File: config.mk
export PLATFORM = sky130hd
export DESIGN_NAME = hazard_ctrl_flat
export DESIGN_NICKNAME = d
export VERILOG_FILES = /design/src/rtl/hazard_pkg.sv /design/src/rtl/hazard_ctrl_if.sv /design/src/rtl/hazard_fwd.sv /design/src/rtl/hazard_ctrl.sv /design/src/flat_wrapper.sv
export SDC_FILE = /design/constraint.sdc
export NUM_CORES = 1
export LEC_CHECK = 0
export CAP_MARGIN = 30
export CORE_UTILIZATION = 35
export DETAILED_ROUTE_END_ITERATION = 6
export PLACE_DENSITY = 0.84
export SYNTH_ARGS = -nofsm -noshare
export SYNTH_HDL_FRONTEND = slang
export SYNTH_SLANG_ARGS = --single-unit
export TNS_END_PERCENT = 30
File: constraint.sdc
create_clock -name Clock -period 3.6 [get_ports Clock]
set_input_delay 0.72 -clock Clock [delete_from_list [all_inputs] [get_ports Clock]]
set_output_delay 0.72 -clock Clock [all_outputs]
set_load 0.01 [all_outputs]
File: src/rtl/hazard_pkg.sv
// Shared types, forward-select encodings and the register-match helper for the hazard controller.
package hazard_pkg;

  typedef enum logic [0:0] {
    RUN      = 1'b0,
    MUL_WAIT = 1'b1
  } hz_state_t;

  localparam logic [1:0] FWD_REG = 2'b00;
  localparam logic [1:0] FWD_MEM = 2'b01;
  localparam logic [1:0] FWD_WB  = 2'b10;

  // r0 is hardwired to zero, so it can never carry a true dependency.
  function automatic logic regMatch(input logic [4:0] a, input logic [4:0] b);
    return (a != 5'd0) && (a == b);
  endfunction

endpackage

File: src/rtl/hazard_ctrl_if.sv
// Stage-observation and pipeline-control bundle between the core datapath (master)
// and the hazard controller (slave).
interface hazard_ctrl_if;
  import hazard_pkg::*;

  logic [4:0] RsAddrD;
  logic [4:0] RtAddrD;
  logic [4:0] RsAddrE;
  logic [4:0] RtAddrE;
  logic [4:0] RAddrE;
  logic       RegWriteE;
  logic       MemReadE;
  logic       MULOpE;
  logic       BranchTaken;
  logic [4:0] RAddrM;
  logic       RegWriteM;
  logic [4:0] RAddrW;
  logic       RegWriteW;

  logic       StallF;
  logic       StallD;
  logic       StallE;
  logic       FlushD;
  logic       FlushE;
  logic       FlushM;
  logic [1:0] ForwardA;
  logic [1:0] ForwardB;
  logic       Busy;

  modport master (
    output RsAddrD, RtAddrD, RsAddrE, RtAddrE, RAddrE, RegWriteE, MemReadE,
           MULOpE, BranchTaken, RAddrM, RegWriteM, RAddrW, RegWriteW,
    input  StallF, StallD, StallE, FlushD, FlushE, FlushM, ForwardA, ForwardB, Busy
  );

  modport slave (
    input  RsAddrD, RtAddrD, RsAddrE, RtAddrE, RAddrE, RegWriteE, MemReadE,
           MULOpE, BranchTaken, RAddrM, RegWriteM, RAddrW, RegWriteW,
    output StallF, StallD, StallE, FlushD, FlushE, FlushM, ForwardA, ForwardB, Busy
  );

endinterface

File: src/rtl/hazard_fwd.sv
// Operand forward-select compare: picks the youngest in-flight writer (M before W)
// for each E-stage source register.
module hazard_fwd
  import hazard_pkg::*;
(
  input  logic [4:0] RsAddrE,
  input  logic [4:0] RtAddrE,
  input  logic [4:0] RAddrM,
  input  logic       RegWriteM,
  input  logic [4:0] RAddrW,
  input  logic       RegWriteW,
  output logic [1:0] ForwardA,
  output logic [1:0] ForwardB
);

  logic [4:0] srcAddr [2];
  logic [1:0] fwdSel  [2];

  assign srcAddr[0] = RsAddrE;
  assign srcAddr[1] = RtAddrE;

  for (genvar gi = 0; gi < 2; gi++) begin : gOperand
    logic hitM;
    logic hitW;

    assign hitM = RegWriteM && regMatch(RAddrM, srcAddr[gi]);
    assign hitW = RegWriteW && regMatch(RAddrW, srcAddr[gi]);

    assign fwdSel[gi] = hitM ? FWD_MEM :
                        hitW ? FWD_WB  : FWD_REG;
  end

  assign ForwardA = fwdSel[0];
  assign ForwardB = fwdSel[1];

endmodule

File: src/rtl/hazard_ctrl.sv
// Five-stage pipeline hazard controller: load-use and RAW stalls, taken-branch flushes,
// multi-cycle multiply hold. Build option: HAZARD_FWD_EN enables operand forwarding.
module hazard_ctrl
  import hazard_pkg::*;
#(
  parameter int MUL_LAT = 4
) (
  input  logic          Clock,
  input  logic          Reset,
  hazard_ctrl_if.slave  hz
);

  localparam int              CNT_W       = $clog2(MUL_LAT) + 1;
  localparam bit              MUL_HOLD_EN = (MUL_LAT > 1);
  localparam logic [CNT_W-1:0] CNT_LOAD   = MUL_HOLD_EN ? CNT_W'(MUL_LAT - 2) : '0;

  localparam logic [0:0] ST_RUN      = RUN;
  localparam logic [0:0] ST_MUL_WAIT = MUL_WAIT;

  logic [0:0]       stateReg;
  logic [0:0]       stateNext;
  logic [CNT_W-1:0] mulCntReg;
  logic [CNT_W-1:0] mulCntNext;

  logic inWait;
  logic mulStart;
  logic loadUse;
  logic rawStall;

  logic stallF;
  logic stallD;
  logic stallE;
  logic flushD;
  logic flushE;
  logic flushM;
  logic [1:0] fwdA;
  logic [1:0] fwdB;

  assign inWait   = (stateReg == ST_MUL_WAIT);
  assign mulStart = !inWait && hz.MULOpE && MUL_HOLD_EN && !hz.BranchTaken;

  // ---------------------------------------------------------------------------
  // D-stage dependency detection
  // ---------------------------------------------------------------------------
  logic [4:0] depAddr [2];
  logic [1:0] loadHit;
  logic [1:0] rawHit;

  assign depAddr[0] = hz.RsAddrD;
  assign depAddr[1] = hz.RtAddrD;

  for (genvar gi = 0; gi < 2; gi++) begin : gDepSrc
    assign loadHit[gi] = hz.MemReadE && regMatch(hz.RAddrE, depAddr[gi]);
    assign rawHit[gi]  = (hz.RegWriteE && regMatch(hz.RAddrE, depAddr[gi])) ||
                         (hz.RegWriteM && regMatch(hz.RAddrM, depAddr[gi])) ||
                         (hz.RegWriteW && regMatch(hz.RAddrW, depAddr[gi]));
  end

  assign loadUse = |loadHit;

`ifdef HAZARD_FWD_EN
  // Forwarding covers every RAW case except a load still in E.
  assign rawStall = 1'b0;

  hazard_fwd u_fwd (
    .RsAddrE   (hz.RsAddrE),
    .RtAddrE   (hz.RtAddrE),
    .RAddrM    (hz.RAddrM),
    .RegWriteM (hz.RegWriteM),
    .RAddrW    (hz.RAddrW),
    .RegWriteW (hz.RegWriteW),
    .ForwardA  (fwdA),
    .ForwardB  (fwdB)
  );
`else
  // Without bypass paths the reader waits in D until the writer has left W.
  assign rawStall = |rawHit;
  assign fwdA     = FWD_REG;
  assign fwdB     = FWD_REG;
`endif

  // ---------------------------------------------------------------------------
  // Control outputs: Reset > branch > multiply hold > load-use / RAW
  // ---------------------------------------------------------------------------
  always_comb begin
    stallF = 1'b0;
    stallD = 1'b0;
    stallE = 1'b0;
    flushD = 1'b0;
    flushE = 1'b0;
    flushM = 1'b0;
    if (Reset) begin
      stallF = 1'b0;
    end else if (hz.BranchTaken) begin
      flushD = 1'b1;
      flushE = 1'b1;
    end else if (inWait || mulStart) begin
      stallF = 1'b1;
      stallD = 1'b1;
      stallE = 1'b1;
      flushM = 1'b1;
    end else if (loadUse || rawStall) begin
      stallF = 1'b1;
      stallD = 1'b1;
      flushE = 1'b1;
    end
  end

  assign hz.StallF   = stallF;
  assign hz.StallD   = stallD;
  assign hz.StallE   = stallE;
  assign hz.FlushD   = flushD;
  assign hz.FlushE   = flushE;
  assign hz.FlushM   = flushM;
  assign hz.ForwardA = Reset ? FWD_REG : fwdA;
  assign hz.ForwardB = Reset ? FWD_REG : fwdB;
  assign hz.Busy     = inWait && !Reset;

  // ---------------------------------------------------------------------------
  // Multiply hold sequencing: entry cycle plus MUL_LAT-1 wait cycles
  // ---------------------------------------------------------------------------
  always_comb begin
    stateNext  = stateReg;
    mulCntNext = mulCntReg;
    if (inWait) begin
      if (mulCntReg == '0) begin
        stateNext = ST_RUN;
      end else begin
        mulCntNext = mulCntReg - CNT_W'(1);
      end
    end else if (mulStart) begin
      stateNext  = ST_MUL_WAIT;
      mulCntNext = CNT_LOAD;
    end
  end

  always_ff @(posedge Clock) begin
    if (Reset) begin
      stateReg  <= ST_RUN;
      mulCntReg <= '0;
    end else begin
      stateReg  <= stateNext;
      mulCntReg <= mulCntNext;
    end
  end

endmodule

File: src/flat_wrapper.sv
// flat-port wrapper written by rule: the top's interface ports become plain ports
module hazard_ctrl_flat import hazard_pkg::*;
#(
  parameter int MUL_LAT = 4
)
  (Clock, Reset, hz_RsAddrD, hz_RtAddrD, hz_RsAddrE, hz_RtAddrE, hz_RAddrE, hz_RegWriteE, hz_MemReadE, hz_MULOpE, hz_BranchTaken, hz_RAddrM, hz_RegWriteM, hz_RAddrW, hz_RegWriteW, hz_StallF, hz_StallD, hz_StallE, hz_FlushD, hz_FlushE, hz_FlushM, hz_ForwardA, hz_ForwardB, hz_Busy);
  hazard_ctrl_if hz_i ();
  input  logic Clock;
  input  logic Reset;
  input wire logic [$bits(hz_i.RsAddrD)-1:0] hz_RsAddrD;
  input wire logic [$bits(hz_i.RtAddrD)-1:0] hz_RtAddrD;
  input wire logic [$bits(hz_i.RsAddrE)-1:0] hz_RsAddrE;
  input wire logic [$bits(hz_i.RtAddrE)-1:0] hz_RtAddrE;
  input wire logic [$bits(hz_i.RAddrE)-1:0] hz_RAddrE;
  input wire logic [$bits(hz_i.RegWriteE)-1:0] hz_RegWriteE;
  input wire logic [$bits(hz_i.MemReadE)-1:0] hz_MemReadE;
  input wire logic [$bits(hz_i.MULOpE)-1:0] hz_MULOpE;
  input wire logic [$bits(hz_i.BranchTaken)-1:0] hz_BranchTaken;
  input wire logic [$bits(hz_i.RAddrM)-1:0] hz_RAddrM;
  input wire logic [$bits(hz_i.RegWriteM)-1:0] hz_RegWriteM;
  input wire logic [$bits(hz_i.RAddrW)-1:0] hz_RAddrW;
  input wire logic [$bits(hz_i.RegWriteW)-1:0] hz_RegWriteW;
  output wire logic [$bits(hz_i.StallF)-1:0] hz_StallF;
  output wire logic [$bits(hz_i.StallD)-1:0] hz_StallD;
  output wire logic [$bits(hz_i.StallE)-1:0] hz_StallE;
  output wire logic [$bits(hz_i.FlushD)-1:0] hz_FlushD;
  output wire logic [$bits(hz_i.FlushE)-1:0] hz_FlushE;
  output wire logic [$bits(hz_i.FlushM)-1:0] hz_FlushM;
  output wire logic [$bits(hz_i.ForwardA)-1:0] hz_ForwardA;
  output wire logic [$bits(hz_i.ForwardB)-1:0] hz_ForwardB;
  output wire logic [$bits(hz_i.Busy)-1:0] hz_Busy;
  assign hz_i.RsAddrD = hz_RsAddrD;
  assign hz_i.RtAddrD = hz_RtAddrD;
  assign hz_i.RsAddrE = hz_RsAddrE;
  assign hz_i.RtAddrE = hz_RtAddrE;
  assign hz_i.RAddrE = hz_RAddrE;
  assign hz_i.RegWriteE = hz_RegWriteE;
  assign hz_i.MemReadE = hz_MemReadE;
  assign hz_i.MULOpE = hz_MULOpE;
  assign hz_i.BranchTaken = hz_BranchTaken;
  assign hz_i.RAddrM = hz_RAddrM;
  assign hz_i.RegWriteM = hz_RegWriteM;
  assign hz_i.RAddrW = hz_RAddrW;
  assign hz_i.RegWriteW = hz_RegWriteW;
  assign hz_StallF = hz_i.StallF;
  assign hz_StallD = hz_i.StallD;
  assign hz_StallE = hz_i.StallE;
  assign hz_FlushD = hz_i.FlushD;
  assign hz_FlushE = hz_i.FlushE;
  assign hz_FlushM = hz_i.FlushM;
  assign hz_ForwardA = hz_i.ForwardA;
  assign hz_ForwardB = hz_i.ForwardB;
  assign hz_Busy = hz_i.Busy;
  hazard_ctrl #(.MUL_LAT(MUL_LAT)) u_core (.Clock(Clock), .Reset(Reset), .hz(hz_i));
endmodule
==> metrics.txt <==
# TYPE chip_impl_metric gauge
chip_impl_info{name="status",value="finished clean"} 1
chip_impl_metric{name="period_minus_slack",unit="ps"} 3160
chip_impl_metric{name="p_sw",unit="uW"} 65.4
chip_impl_info{name="timing.critical_path.cells",value="clkdlybuf4s50_1, or4_1, o22a_1, a2bb2oi_2, a311oi_2, dlymetal6s2s_1"} 1
chip_impl_metric{name="fillers",unit=""} 173
chip_impl_metric{name="antenna_found_initial",unit=""} 0
chip_impl_metric{name="synth-seq-cells",unit=""} 4
chip_impl_info{name="final_common_cell",value="clkdlybuf4s50_1"} 1
chip_impl_metric{name="num_vias",unit=""} 736
chip_impl_metric{name="insertedDiodeCount",unit=""} 0
chip_impl_metric{name="drc",unit=""} 0
chip_impl_metric{name="cts_max_path_buffers",unit=""} 2
chip_impl_metric{name="viasPerCell",unit=""} 4.81
chip_impl_metric{name="portBuffers",unit=""} 39
chip_impl_metric{name="synth_seq_area_share",unit="%"} 12.0
chip_impl_metric{name="worst-endpoint-arrival",unit="ps"} 2440
chip_impl_metric{name="worstPathBufferInverterCount",unit=""} 2
chip_impl_info{name="slowest_stage",value="or4_1"} 1
chip_impl_metric{name="finalHoldViolations",unit=""} 0
chip_impl_metric{name="fin_util",unit="%"} 62.5
chip_impl_metric{name="powerDensity",unit="mW/mm^2"} 197
chip_impl_metric{name="critical_path_required",unit="ps"} 2880
chip_impl_metric{name="vias_in_the_first_global_route",unit=""} 748
chip_impl_metric{name="dieHeight",unit="microns"} 45.7
chip_impl_metric{name="detailed_place_hpwl",unit="microns"} 1520
chip_impl_metric{name="critPathMaxFanout",unit=""} 3
chip_impl_metric{name="synth_edf_count",unit=""} 0
chip_impl_info{name="cts-root-buf",value="clkbuf_4"} 1
chip_impl_metric{name="leak_pwr",unit="uW"} 0.000444
chip_impl_metric{name="final_cell_count_no_fill",unit=""} 153
chip_impl_metric{name="combPwrFrac",unit="%"} 53.0
chip_impl_metric{name="clkLatencyLatePin",unit="ps"} 230
chip_impl_metric{name="htreeDepth",unit=""} 1
chip_impl_metric{name="flow.area_growth_from_synthesis",unit="%"} 65.3
chip_impl_metric{name="max_freq",unit="MHz"} 316
chip_impl_metric{name="post-cts-setup-buffer-count",unit=""} 0
chip_impl_metric{name="drv.max_cap_violation_count",unit=""} 0
chip_impl_info{name="crit_family",value="buffers and inverters"} 1
chip_impl_metric{name="synthesis.instances",unit=""} 88
chip_impl_metric{name="floorplan.io_pins",unit=""} 54
chip_impl_metric{name="p_clk_share",unit="%"} 24.8
chip_impl_metric{name="synthDistinctLibCells",unit=""} 24
chip_impl_metric{name="netSwitchingFraction",unit="%"} 30.1
chip_impl_metric{name="grt-ovfl-total",unit=""} 0
chip_impl_metric{name="worst-r2r-setup-slack",unit="ps"} 2150
chip_impl_metric{name="place_worst_setup_slack",unit="ps"} -2.22
chip_impl_metric{name="synth_warnings",unit=""} 0
chip_impl_metric{name="drt_first_iter_violations",unit=""} 6
chip_impl_metric{name="grt_first_pass_wirelength",unit="microns"} 2670
chip_impl_metric{name="floorplan.die_area",unit="sq mm"} 0.00208
chip_impl_metric{name="post_synthesis_compound_gate_area_fraction",unit="%"} 14.4
chip_impl_info{name="synth_top_family_by_area",value="XOR/XNOR gates"} 1
chip_impl_metric{name="xor_and_xnor_area_share_after_synthesis",unit="%"} 39.4
chip_impl_metric{name="cts_made_buffers",unit=""} 3
chip_impl_metric{name="basic_gate_share_of_the_synthesized_area_counting_and_or_nand_and_nor_cells",unit="%"} 20.3
chip_impl_metric{name="vdd_drop_max",unit="uV"} 103
chip_impl_metric{name="globalplace.congestion",unit=""} 0.773
chip_impl_info{name="ys.flop_type",value="dfxtp_1"} 1
chip_impl_metric{name="fin_tns_setup",unit="ps"} 0
chip_impl_metric{name="intPower",unit="uW"} 152
chip_impl_metric{name="core-area",unit="sq mm"} 0.00176
chip_impl_metric{name="synthArstFlopShare",unit="%"} 0
chip_impl_metric{name="final-max-slew-violation-count",unit=""} 0
chip_impl_metric{name="drt_wl_total",unit="microns"} 1660
chip_impl_info{name="worst_setup_path_start_kind",value="primary input"} 1
chip_impl_metric{name="global_route.usage.total",unit="%"} 17.6
chip_impl_info{name="timing.setup.critical_path_class",value="in2out"} 1
chip_impl_metric{name="layout-drive-gt1-share",unit="%"} 6.25
chip_impl_metric{name="max_stage_delay",unit="ps"} 550
chip_impl_metric{name="min_period_over_period",unit="%"} 87.9
chip_impl_metric{name="drtAntennaViolNets",unit=""} 0
chip_impl_metric{name="post_drt_wl_per_cell",unit="microns"} 10.9
chip_impl_metric{name="tritoncts_num_sinks",unit=""} 4
chip_impl_metric{name="clk_pin_slew_worst_paths",unit="ps"} 40
chip_impl_metric{name="final.setup_skew",unit="ps"} 3.68
chip_impl_metric{name="grt_max_degree",unit=""} 10
chip_impl_info{name="critical_path.endpoint_type",value="output port"} 1
chip_impl_info{name="cts_tree",value="yes"} 1
chip_impl_metric{name="synth.mux.area_fraction",unit="%"} 0
chip_impl_metric{name="floorplan.initialDensity",unit="%"} 37.8
chip_impl_metric{name="synth_area_per_cell",unit="sq um"} 7.58
chip_impl_metric{name="synth_adder_area_share",unit="%"} 3.75
chip_impl_metric{name="timing.final.ws_setup",unit="ps"} 436
chip_impl_info{name="final_cell_mix",value="36 x clkdlybuf4s50_1, 16 x xnor2_1, 14 x xor2_1, 11 x nor2_1, 5 x nor3_1"} 1
chip_impl_info{name="holdCritPathClass",value="reg2reg"} 1
chip_impl_metric{name="pwr-share-seq",unit="%"} 22.1
chip_impl_metric{name="final_nets",unit=""} 175
chip_impl_metric{name="die-width",unit="microns"} 45.7
chip_impl_metric{name="post_synth_instance_area",unit="sq um"} 667
chip_impl_metric{name="final_setup_fails",unit=""} 0
chip_impl_metric{name="rows",unit=""} 15
chip_impl_metric{name="first_pass_iters",unit=""} 3
chip_impl_metric{name="placed_cells",unit=""} 150
chip_impl_info{name="rsz0062_at_grt",value="false"} 1
-- flip-flops by register name, indices dropped and copies added, names as in the netlist --
| register | count |
|---|---|
| u_core.inWait | 1 |
| u_core.mulCntReg | 3 |
-- cells in the mapped netlist (2+ instances only) --
library cell  number  area share [%]
xor2_1            14              18
dfxtp_1            4              12
xnor2_1           16              21
buf_4              6             6.8
inv_1              4             2.3
a21oi_1            3             2.3
a311oi_1           2             2.6
nor2b_1            2             1.9
nor3_1             5             3.8
or4_1              3             3.4
nand3_1            4             3.0
ha_1               2             3.8
nand2_1            2             1.1
nor2_1            11             6.2
-- metal layers --
metal	routed length (microns)	global-route usage (%)	up-vias
met1	615	15.9	331
met3	88	1.59	0
met4	0	7.27	0
met5	0	0	-
met2	960	37.7	30
li1	-	-	375
-- worst min-delay path, delay by kind of cell (launching register included) --
family / cells / cell delay, ps
buffers and inverters: 1 / 70
AOI/OAI and AO/OA: 1 / 70
DFF: 1 / 290
-- what timing repair did --
action	4_1_cts	5_1_grt
hold buffers	0	0
pin swaps	0	0
endpoints found under the setup margin	2	3
resized for setup	1	3
-- per-stage QoR --
stage | total power [uW] | instance area (sq um) | hold WS (ps)
floorplan | 105 | 678 | 454
global placement | 161 | 1070 | 466
detailed placement | 165 | 1070 | 484
CTS | 223 | 1090 | 492
global route | 233 | 1100 | 504
finish | 217 | 1100 | 489
-- path summary, 6_finish.rpt --
kind / from / to / depth (start not counted)
max: hz_RAddrE[1] / hz_StallD / 6
min: u_core.mulCntReg[1] / u_core.mulCntReg[1] / 2
max reg2reg: u_core.mulCntReg[0] / u_core.mulCntReg[2] / 7
min reg2reg: u_core.mulCntReg[1] / u_core.mulCntReg[1] / 2
-- area by class of cell --
type / count / area, sq um / share of cell area [%]
inverters: 4 / 15.0 / 1.36
clock buffers: 3 / 22.5 / 2.04
multi-input cells: 76 / 541 / 49.0
well taps: 25 / 31.3 / 2.84
repair buffers: 41 / 413 / 37.5
flip-flops and latches: 4 / 80.1 / 7.26
-- logic make-up after synthesis --
kind of cell | Yosys count
AO/OA/AOI/OAI | 12
adder cells (fa/ha/maj) | 2
flip-flops | 4
other | 1
XOR/XNOR | 30
AND/OR/NAND/NOR | 28
buffers and inverters | 11
-- power by group through the flow --
| stage | Combinational (uW) | Sequential, uW | Clock [uW] |
|---|---|---|---|
| floorplan | 56.3 | 48.3 | 0 |
| global placement | 112 | 48.5 | 0 |
| detailed placement | 116 | 48.7 | 0 |
| CTS | 117 | 48.0 | 57.4 |
| global route | 126 | 48.2 | 59.5 |
| finish | 115 | 48.1 | 53.9 |
Power figures use the tool's default switching activity.
